==> config.mk <==
export PLATFORM = sky130hd
export DESIGN_NAME = sparc_exu_shdw_dump_ctl
export DESIGN_NICKNAME = d
export VERILOG_FILES = /design/src/rtl/sparc_exu_shdw_pkg.sv /design/src/rtl/sparc_exu_shdw_pack.sv /design/src/rtl/sparc_exu_shdw_dump_ctl.sv
export SDC_FILE = /design/constraint.sdc
export NUM_CORES = 1
export LEC_CHECK = 0
export CAP_MARGIN = 10
export CELL_PAD_IN_SITES_DETAIL_PLACEMENT = 1
export CELL_PAD_IN_SITES_GLOBAL_PLACEMENT = 2
export CORE_MARGIN = 2
export CORE_UTILIZATION = 39
export CTS_BUF_LIST = sky130_fd_sc_hd__clkbuf_8
export DETAILED_ROUTE_END_ITERATION = 8
export PLACE_DENSITY_LB_ADDON = 0.1
export SYNTH_ARGS = -nofsm -noshare
export SYNTH_HDL_FRONTEND = slang
export SYNTH_SLANG_ARGS = --single-unit
==> constraint.sdc <==
create_clock -name sh_clk -period 5 [get_ports sh_clk]
set_clock_uncertainty 0.1 [all_clocks]
set_input_delay 0.75 -clock sh_clk [delete_from_list [all_inputs] [get_ports sh_clk]]
set_output_delay 0.75 -clock sh_clk [all_outputs]
set_load 0.02 [all_outputs]
==> src/rtl/sparc_exu_shdw_pkg.sv <==
// Shared types and width helpers for the EXU shadow-chain dump sequencer.
package sparc_exu_shdw_pkg;

  typedef enum logic [2:0] {
    ST_IDLE,
    ST_FREEZE,
    ST_DUMP,
    ST_FLUSH,
    ST_FIN
  } shdw_state_e;

  localparam int SHDW_CHAINS = 2;
  localparam int SHDW_WORD_W = 32;

  function automatic int chain_idx_w(input int chains);
    return (chains > 1) ? $clog2(chains) : 1;
  endfunction

  function automatic int nbits_w(input int word_w);
    return $clog2(word_w) + 1;
  endfunction

  localparam int SHDW_CH_W = chain_idx_w(SHDW_CHAINS);
  localparam int SHDW_NB_W = nbits_w(SHDW_WORD_W);

endpackage

==> src/rtl/sparc_exu_shdw_pack.sv <==
// Serial-to-word packer: accumulator, output register with valid/ready, and
// the stall flag that keeps the accumulator from overflowing.
module sparc_exu_shdw_pack
  import sparc_exu_shdw_pkg::*;
#(
  parameter int WORD_W = SHDW_WORD_W,
  parameter int CH_W   = SHDW_CH_W,
  parameter int NB_W   = SHDW_NB_W
) (
  input  logic              sh_clk,
  input  logic              sh_rst,
  input  logic              bit_vld,
  input  logic              bit_dat,
  input  logic              pending,
  input  logic [CH_W-1:0]   chain_idx,
  input  logic              out_rdy,
  output logic [WORD_W-1:0] out_data,
  output logic [CH_W-1:0]   out_chain,
  output logic [NB_W-1:0]   out_nbits,
  output logic              out_last,
  output logic              out_vld,
  output logic              stall,
  output logic              last_load
);

  localparam logic [NB_W-1:0] FULL = NB_W'(WORD_W);

  logic [WORD_W-1:0] acc_q, acc_d, data_q, data_d;
  logic [NB_W-1:0]   cnt_q, cnt_d, nbits_q, nbits_d;
  logic [CH_W-1:0]   chain_q, chain_d;
  logic              last_q, last_d, vld_q, vld_d;
  logic              out_free, free_eff;

  always_comb begin
    acc_d     = acc_q;
    cnt_d     = cnt_q;
    data_d    = data_q;
    chain_d   = chain_q;
    nbits_d   = nbits_q;
    last_d    = last_q;
    vld_d     = vld_q && !out_rdy;
    out_free  = !vld_q || out_rdy;
    free_eff  = out_free;
    last_load = 1'b0;

    // A held full word goes out first, unless it is itself the chain's last word.
    if (cnt_q == FULL && out_free && !(pending && !bit_vld)) begin
      data_d   = acc_q;
      chain_d  = chain_idx;
      nbits_d  = FULL;
      last_d   = 1'b0;
      vld_d    = 1'b1;
      acc_d    = '0;
      cnt_d    = '0;
      free_eff = 1'b0;
    end

    if (bit_vld && cnt_d != FULL) begin
      acc_d = acc_d | (WORD_W'(bit_dat) << cnt_d);
      cnt_d = cnt_d + NB_W'(1);
    end

    if (free_eff && pending) begin
      data_d    = acc_d;
      chain_d   = chain_idx;
      nbits_d   = cnt_d;
      last_d    = 1'b1;
      vld_d     = 1'b1;
      acc_d     = '0;
      cnt_d     = '0;
      last_load = 1'b1;
    end else if (free_eff && cnt_d == FULL) begin
      data_d  = acc_d;
      chain_d = chain_idx;
      nbits_d = FULL;
      last_d  = 1'b0;
      vld_d   = 1'b1;
      acc_d   = '0;
      cnt_d   = '0;
    end
  end

  always_ff @(posedge sh_clk or posedge sh_rst) begin
    if (sh_rst) begin
      acc_q   <= '0;
      cnt_q   <= '0;
      data_q  <= '0;
      chain_q <= '0;
      nbits_q <= '0;
      last_q  <= 1'b0;
      vld_q   <= 1'b0;
    end else begin
      acc_q   <= acc_d;
      cnt_q   <= cnt_d;
      data_q  <= data_d;
      chain_q <= chain_d;
      nbits_q <= nbits_d;
      last_q  <= last_d;
      vld_q   <= vld_d;
    end
  end

  assign stall     = vld_q && !out_rdy && (cnt_q >= FULL - NB_W'(1));
  assign out_data  = data_q;
  assign out_chain = chain_q;
  assign out_nbits = nbits_q;
  assign out_last  = last_q;
  assign out_vld   = vld_q;

endmodule

==> src/rtl/sparc_exu_shdw_dump_ctl.sv <==
// Shadow-chain dump sequencer: IDLE (capture) -> FREEZE -> DUMP/FLUSH per chain -> FIN.
// Owns the FSM, chain muxing and per-chain timeout; packing lives in sparc_exu_shdw_pack.
module sparc_exu_shdw_dump_ctl
  import sparc_exu_shdw_pkg::*;
#(
  parameter int CHAINS     = SHDW_CHAINS,
  parameter int WORD_W     = SHDW_WORD_W,
  parameter int FREEZE_CYC = 2,
  parameter int TIMEOUT    = 255
) (
  input  logic                              sh_clk,
  input  logic                              sh_rst,
  input  logic                              cap_arm,
  input  logic                              dump_req,
  input  logic [CHAINS-1:0]                 chain_dat,
  input  logic [CHAINS-1:0]                 chain_vld,
  input  logic [CHAINS-1:0]                 chain_done,
  output logic                              c_en,
  output logic [CHAINS-1:0]                 dump_en,
  output logic [WORD_W-1:0]                 out_data,
  output logic [chain_idx_w(CHAINS)-1:0]    out_chain,
  output logic [nbits_w(WORD_W)-1:0]        out_nbits,
  output logic                              out_last,
  output logic                              out_vld,
  input  logic                              out_rdy,
  output logic                              busy,
  output logic                              dump_done,
  output logic                              timeout_err
);

  localparam int CH_W  = chain_idx_w(CHAINS);
  localparam int NB_W  = nbits_w(WORD_W);
  localparam int FRZ_W = $clog2(FREEZE_CYC + 1);
  localparam int TO_W  = $clog2(TIMEOUT + 1);

  shdw_state_e      state_q, state_d;
  logic [CH_W-1:0]  chain_q, chain_d;
  logic [FRZ_W-1:0] frz_q, frz_d;
  logic [TO_W-1:0]  to_q, to_d;
  logic             last_sent_q, last_sent_d;
  logic             c_en_q, c_en_d, busy_q, busy_d;
  logic             done_q, done_d, terr_q, terr_d;

  logic stall, last_load;
  logic vld_i, dat_i, done_i, en_i, to_hit, done_eff, bit_vld, pending;

  assign vld_i    = chain_vld[chain_q];
  assign dat_i    = chain_dat[chain_q];
  assign done_i   = chain_done[chain_q];
  assign en_i     = (state_q == ST_DUMP) && !stall;
  assign dump_en  = en_i ? (CHAINS'(1) << chain_q) : '0;
  assign to_hit   = en_i && !vld_i && !done_i && (to_q == TO_W'(TIMEOUT - 1));
  assign done_eff = (state_q == ST_DUMP) && (done_i || to_hit);
  assign bit_vld  = (state_q == ST_DUMP) && vld_i;
  // Last word is owed from the done cycle until the packer has taken it.
  assign pending  = done_eff || ((state_q == ST_FLUSH) && !last_sent_q);

  always_comb begin
    state_d     = state_q;
    chain_d     = chain_q;
    frz_d       = frz_q;
    to_d        = to_q;
    last_sent_d = last_sent_q;
    terr_d      = terr_q;

    case (state_q)
      ST_IDLE: begin
        if (dump_req) begin
          state_d = ST_FREEZE;
          frz_d   = FRZ_W'(FREEZE_CYC - 1);
          terr_d  = 1'b0;
        end
      end
      ST_FREEZE: begin
        if (frz_q == '0) begin
          state_d = ST_DUMP;
          chain_d = '0;
          to_d    = '0;
        end else begin
          frz_d = frz_q - FRZ_W'(1);
        end
      end
      ST_DUMP: begin
        if (vld_i || done_i) begin
          to_d = '0;
        end else if (en_i) begin
          to_d = to_q + TO_W'(1);
        end
        if (to_hit) terr_d = 1'b1;
        if (done_eff) begin
          state_d     = ST_FLUSH;
          last_sent_d = last_load;
        end
      end
      ST_FLUSH: begin
        if (last_load) last_sent_d = 1'b1;
        if (last_sent_q && out_rdy) begin
          last_sent_d = 1'b0;
          to_d        = '0;
          if (chain_q == CH_W'(CHAINS - 1)) begin
            state_d = ST_FIN;
          end else begin
            state_d = ST_DUMP;
            chain_d = chain_q + CH_W'(1);
          end
        end
      end
      ST_FIN:  state_d = ST_IDLE;
      default: state_d = ST_IDLE;
    endcase

    c_en_d = (state_d == ST_IDLE) ? cap_arm : 1'b0;
    busy_d = (state_d != ST_IDLE);
    done_d = (state_d == ST_FIN);
  end

  always_ff @(posedge sh_clk or posedge sh_rst) begin
    if (sh_rst) begin
      state_q     <= ST_IDLE;
      chain_q     <= '0;
      frz_q       <= '0;
      to_q        <= '0;
      last_sent_q <= 1'b0;
      c_en_q      <= 1'b0;
      busy_q      <= 1'b0;
      done_q      <= 1'b0;
      terr_q      <= 1'b0;
    end else begin
      state_q     <= state_d;
      chain_q     <= chain_d;
      frz_q       <= frz_d;
      to_q        <= to_d;
      last_sent_q <= last_sent_d;
      c_en_q      <= c_en_d;
      busy_q      <= busy_d;
      done_q      <= done_d;
      terr_q      <= terr_d;
    end
  end

  assign c_en        = c_en_q;
  assign busy        = busy_q;
  assign dump_done   = done_q;
  assign timeout_err = terr_q;

  sparc_exu_shdw_pack #(
    .WORD_W (WORD_W),
    .CH_W   (CH_W),
    .NB_W   (NB_W)
  ) u_pack (
    .sh_clk    (sh_clk),
    .sh_rst    (sh_rst),
    .bit_vld   (bit_vld),
    .bit_dat   (dat_i),
    .pending   (pending),
    .chain_idx (chain_q),
    .out_rdy   (out_rdy),
    .out_data  (out_data),
    .out_chain (out_chain),
    .out_nbits (out_nbits),
    .out_last  (out_last),
    .out_vld   (out_vld),
    .stall     (stall),
    .last_load (last_load)
  );

endmodule

==> out/metrics.cfg <==
[final_layout]
final_cell_mix=dfrtp_1, nand2_1, a21oi_1, clkdlybuf4s50_1, nor2_1
final_common_cell=dfrtp_1
fill_cells=1269
syn2layout_area_growth_pct=19.6
antenna_cells=0
fin_cells=652
drive_gt1_share_pct=8.25
final_nets=518

[route]
drc_errors=0
first_pass_iters=4
avgViaCountPerCell=5.48
wl_per_cell_um=18.2
num_vias=3570
routed_wirelength_um=11900
antenna_left=0
drt_iter0_markers=124

[floorplanning]
coreArea_um2=11300
rows=39
die_h_um=111
floorplan.initialDensity_pct=39.7
die_area_um2=12400
die_w_um=111
ioPinCount=58

[sta]
rsz0062_at_grt=no
tightest_slew_ns=0.942
period_share_pct=75.3
fmax_mhz=266
slew_violations=0
slew_headroom_pct=36.6
fin_tns_setup_ns=0
finalCriticalPeriod_ns=3.76
final_hold_viol_count=0
setup-violations-final=0

[setup_path]
endpoint_kind=output pin
startpoint_type=input port
crit_buf_inv=2
worstPathCellList=clkdlybuf4s50_1 > nor2b_1 > a221o_1 > nor2_1 > clkdlybuf4s50_1
crit_required_ns=4.15
path_delay_family=buffers and inverters
slowest_delay_ns=0.66
slowest_stage=nor2b_1
critical_path_class=input port to output pin
path_max_fanout=8
crit_top_cell=clkdlybuf4s50_1
worstPathArrival_ns=2.91

[placement]
hpwl_um=8040
place.gp.congestion=0.858
place_inst=636
port_buffers=57

[yosys]
synth.distinct_cells=49
synthArstFlopShare_pct=100
yosys.area.top_type_share_pct=54.6
syn_avg_cell_area_um2=9.87
synth_edf_count=0
post-synth-top-area-cell=dfrtp_1
syn-num-nets=469
yosysSeqAreaShare_pct=54.6
syn-cell-area_um2=4490
synth_area_leaders=dfrtp_1, a21oi_1, nand2_1
synth-main-ff-cell=dfrtp_1
ys_seq_elements=98
syn_inst=455
ys.warnings.count=0

[global_routing]
grt_first_pass_wirelength_um=20000
gr-usage-all-layers_pct=20.1
grt_max_degree=51
grt_pass1_vias=3832
grt-ovfl-total=0
antenna_found_initial=0

[clock_network]
cts.path.max_buffers=2
clock_sinks=98
postCtsHoldBufs=0
path_clk_slew_ns=0.09
htreeDepth=3
cts_resized=0
cts_root_buffer=clkbuf_8
cts_setup_buffers=0
insertion_delay_ns=0.38
cts_buffers=9
cts_tree=yes

[power]
power_density_nw_per_um2=589
leakage_nw=2.29
vdd_drop_max_mv=0.323

[outcome]
status=finished, final reports clean

[hold_path]
hold_class=register to register

[flow_run]
cap_violations=0

==> worst paths after layout <==
check	to	start	cells past startpoint	slack [ns]
setup / recovery	dump_en[0]	out_rdy	5	1.24
hold / removal	timeout_err	timeout_err	1	0.39
setup reg to reg	u_pack.out_data[18]	state_q[0]	6	1.61
hold reg to reg	timeout_err	timeout_err	1	0.39
max in group asynchronous	u_pack.acc_q[29]	sh_rst	3	3.05
min in group asynchronous	u_pack.out_last	sh_rst	2	0.70
==> routing by layer <==
layer  GRT usage, %  share of wire (%)  vias up
met5              0                  0        -
met1           28.3                 49     1798
li1               -                  -     1706
met4           7.00                1.6        0
met3           3.06                2.5       12
met2           31.7                 47       54
==> sequential cells by signal, indices dropped and copies added (netlist names), 2 cells and up <==
register          count
state_q               3
frz_q                 2
u_pack.acc_q         32
to_q                  8
u_pack.out_data      32
u_pack.cnt_q          6
u_pack.out_nbits      6
==> synthesized netlist by cell type, types with 7 or more instances <==
library cell and instances:
nor2_1 42, dfrtp_1 98, o21ai_0 9, xor2_1 7, a21oi_1 62, o221a_2 9, o22a_1 25, nand3_1 7
inv_1 12, and3_1 9, nand2_1 72, clkbuf_1 13
==> worst reg2reg max path: stages, from the launching register on <==
cell     delay (ns)
dfrtp_1        0.55
or3b_1         0.49
a221o_1        0.36
o41a_1         0.59
a21oi_4        0.52
buf_4          0.47
o221a_2        0.27
==> cell families after synthesis <==
| family | Yosys count | share of synthesized area, % |
|---|---|---|
| buf+inv | 38 | 4.01 |
| flops | 98 | 54.6 |
| fa+ha+maj | 3 | 0.836 |
| mux | 7 | 1.67 |
| simple gates | 168 | 17.1 |
| compound gates | 133 | 20.2 |
| xor+xnor | 8 | 1.56 |
==> where the power goes <==
group / internal, W / switching, W / leakage [nW] / total (W)
Sequential: 0.00101 / 0.000179 / 1.27 / 0.00119
Combinational: 0.000671 / 0.000766 / 0.917 / 0.00144
Clock: 0.000246 / 0.000292 / 0.104 / 0.000538
Total: 0.00192 / 0.00124 / 2.29 / 0.00316
==> cell type report <==
| type | count | area (um^2) | area share (%) |
|---|---|---|---|
| clock buffers | 10 | 138 | 2.56 |
| clock inverters | 6 | 63.8 | 1.19 |
| inverters | 12 | 47.5 | 0.886 |
| multi-input cells | 319 | 1860 | 34.7 |
| flip-flops and latches | 98 | 2450 | 45.7 |
| well taps | 143 | 179 | 3.33 |
| repair buffers | 64 | 623 | 11.6 |
==> per-stage QoR <==
step                cell area [um^2]  power [W]  hold slack, ns  utilization, %  worst slack, ns
floorplan                       4490    0.00209           0.360               -             1.59
global placement                5170    0.00262           0.359            45.6             1.05
detailed placement              5170    0.00266           0.369            45.6            0.961
CTS                             5370    0.00321           0.390            47.4             1.25
global route                    5370    0.00336           0.403            47.4             1.10
finish                          5370    0.00316           0.385            47.4             1.24
Note: power is estimated with default switching activity, not from simulation.
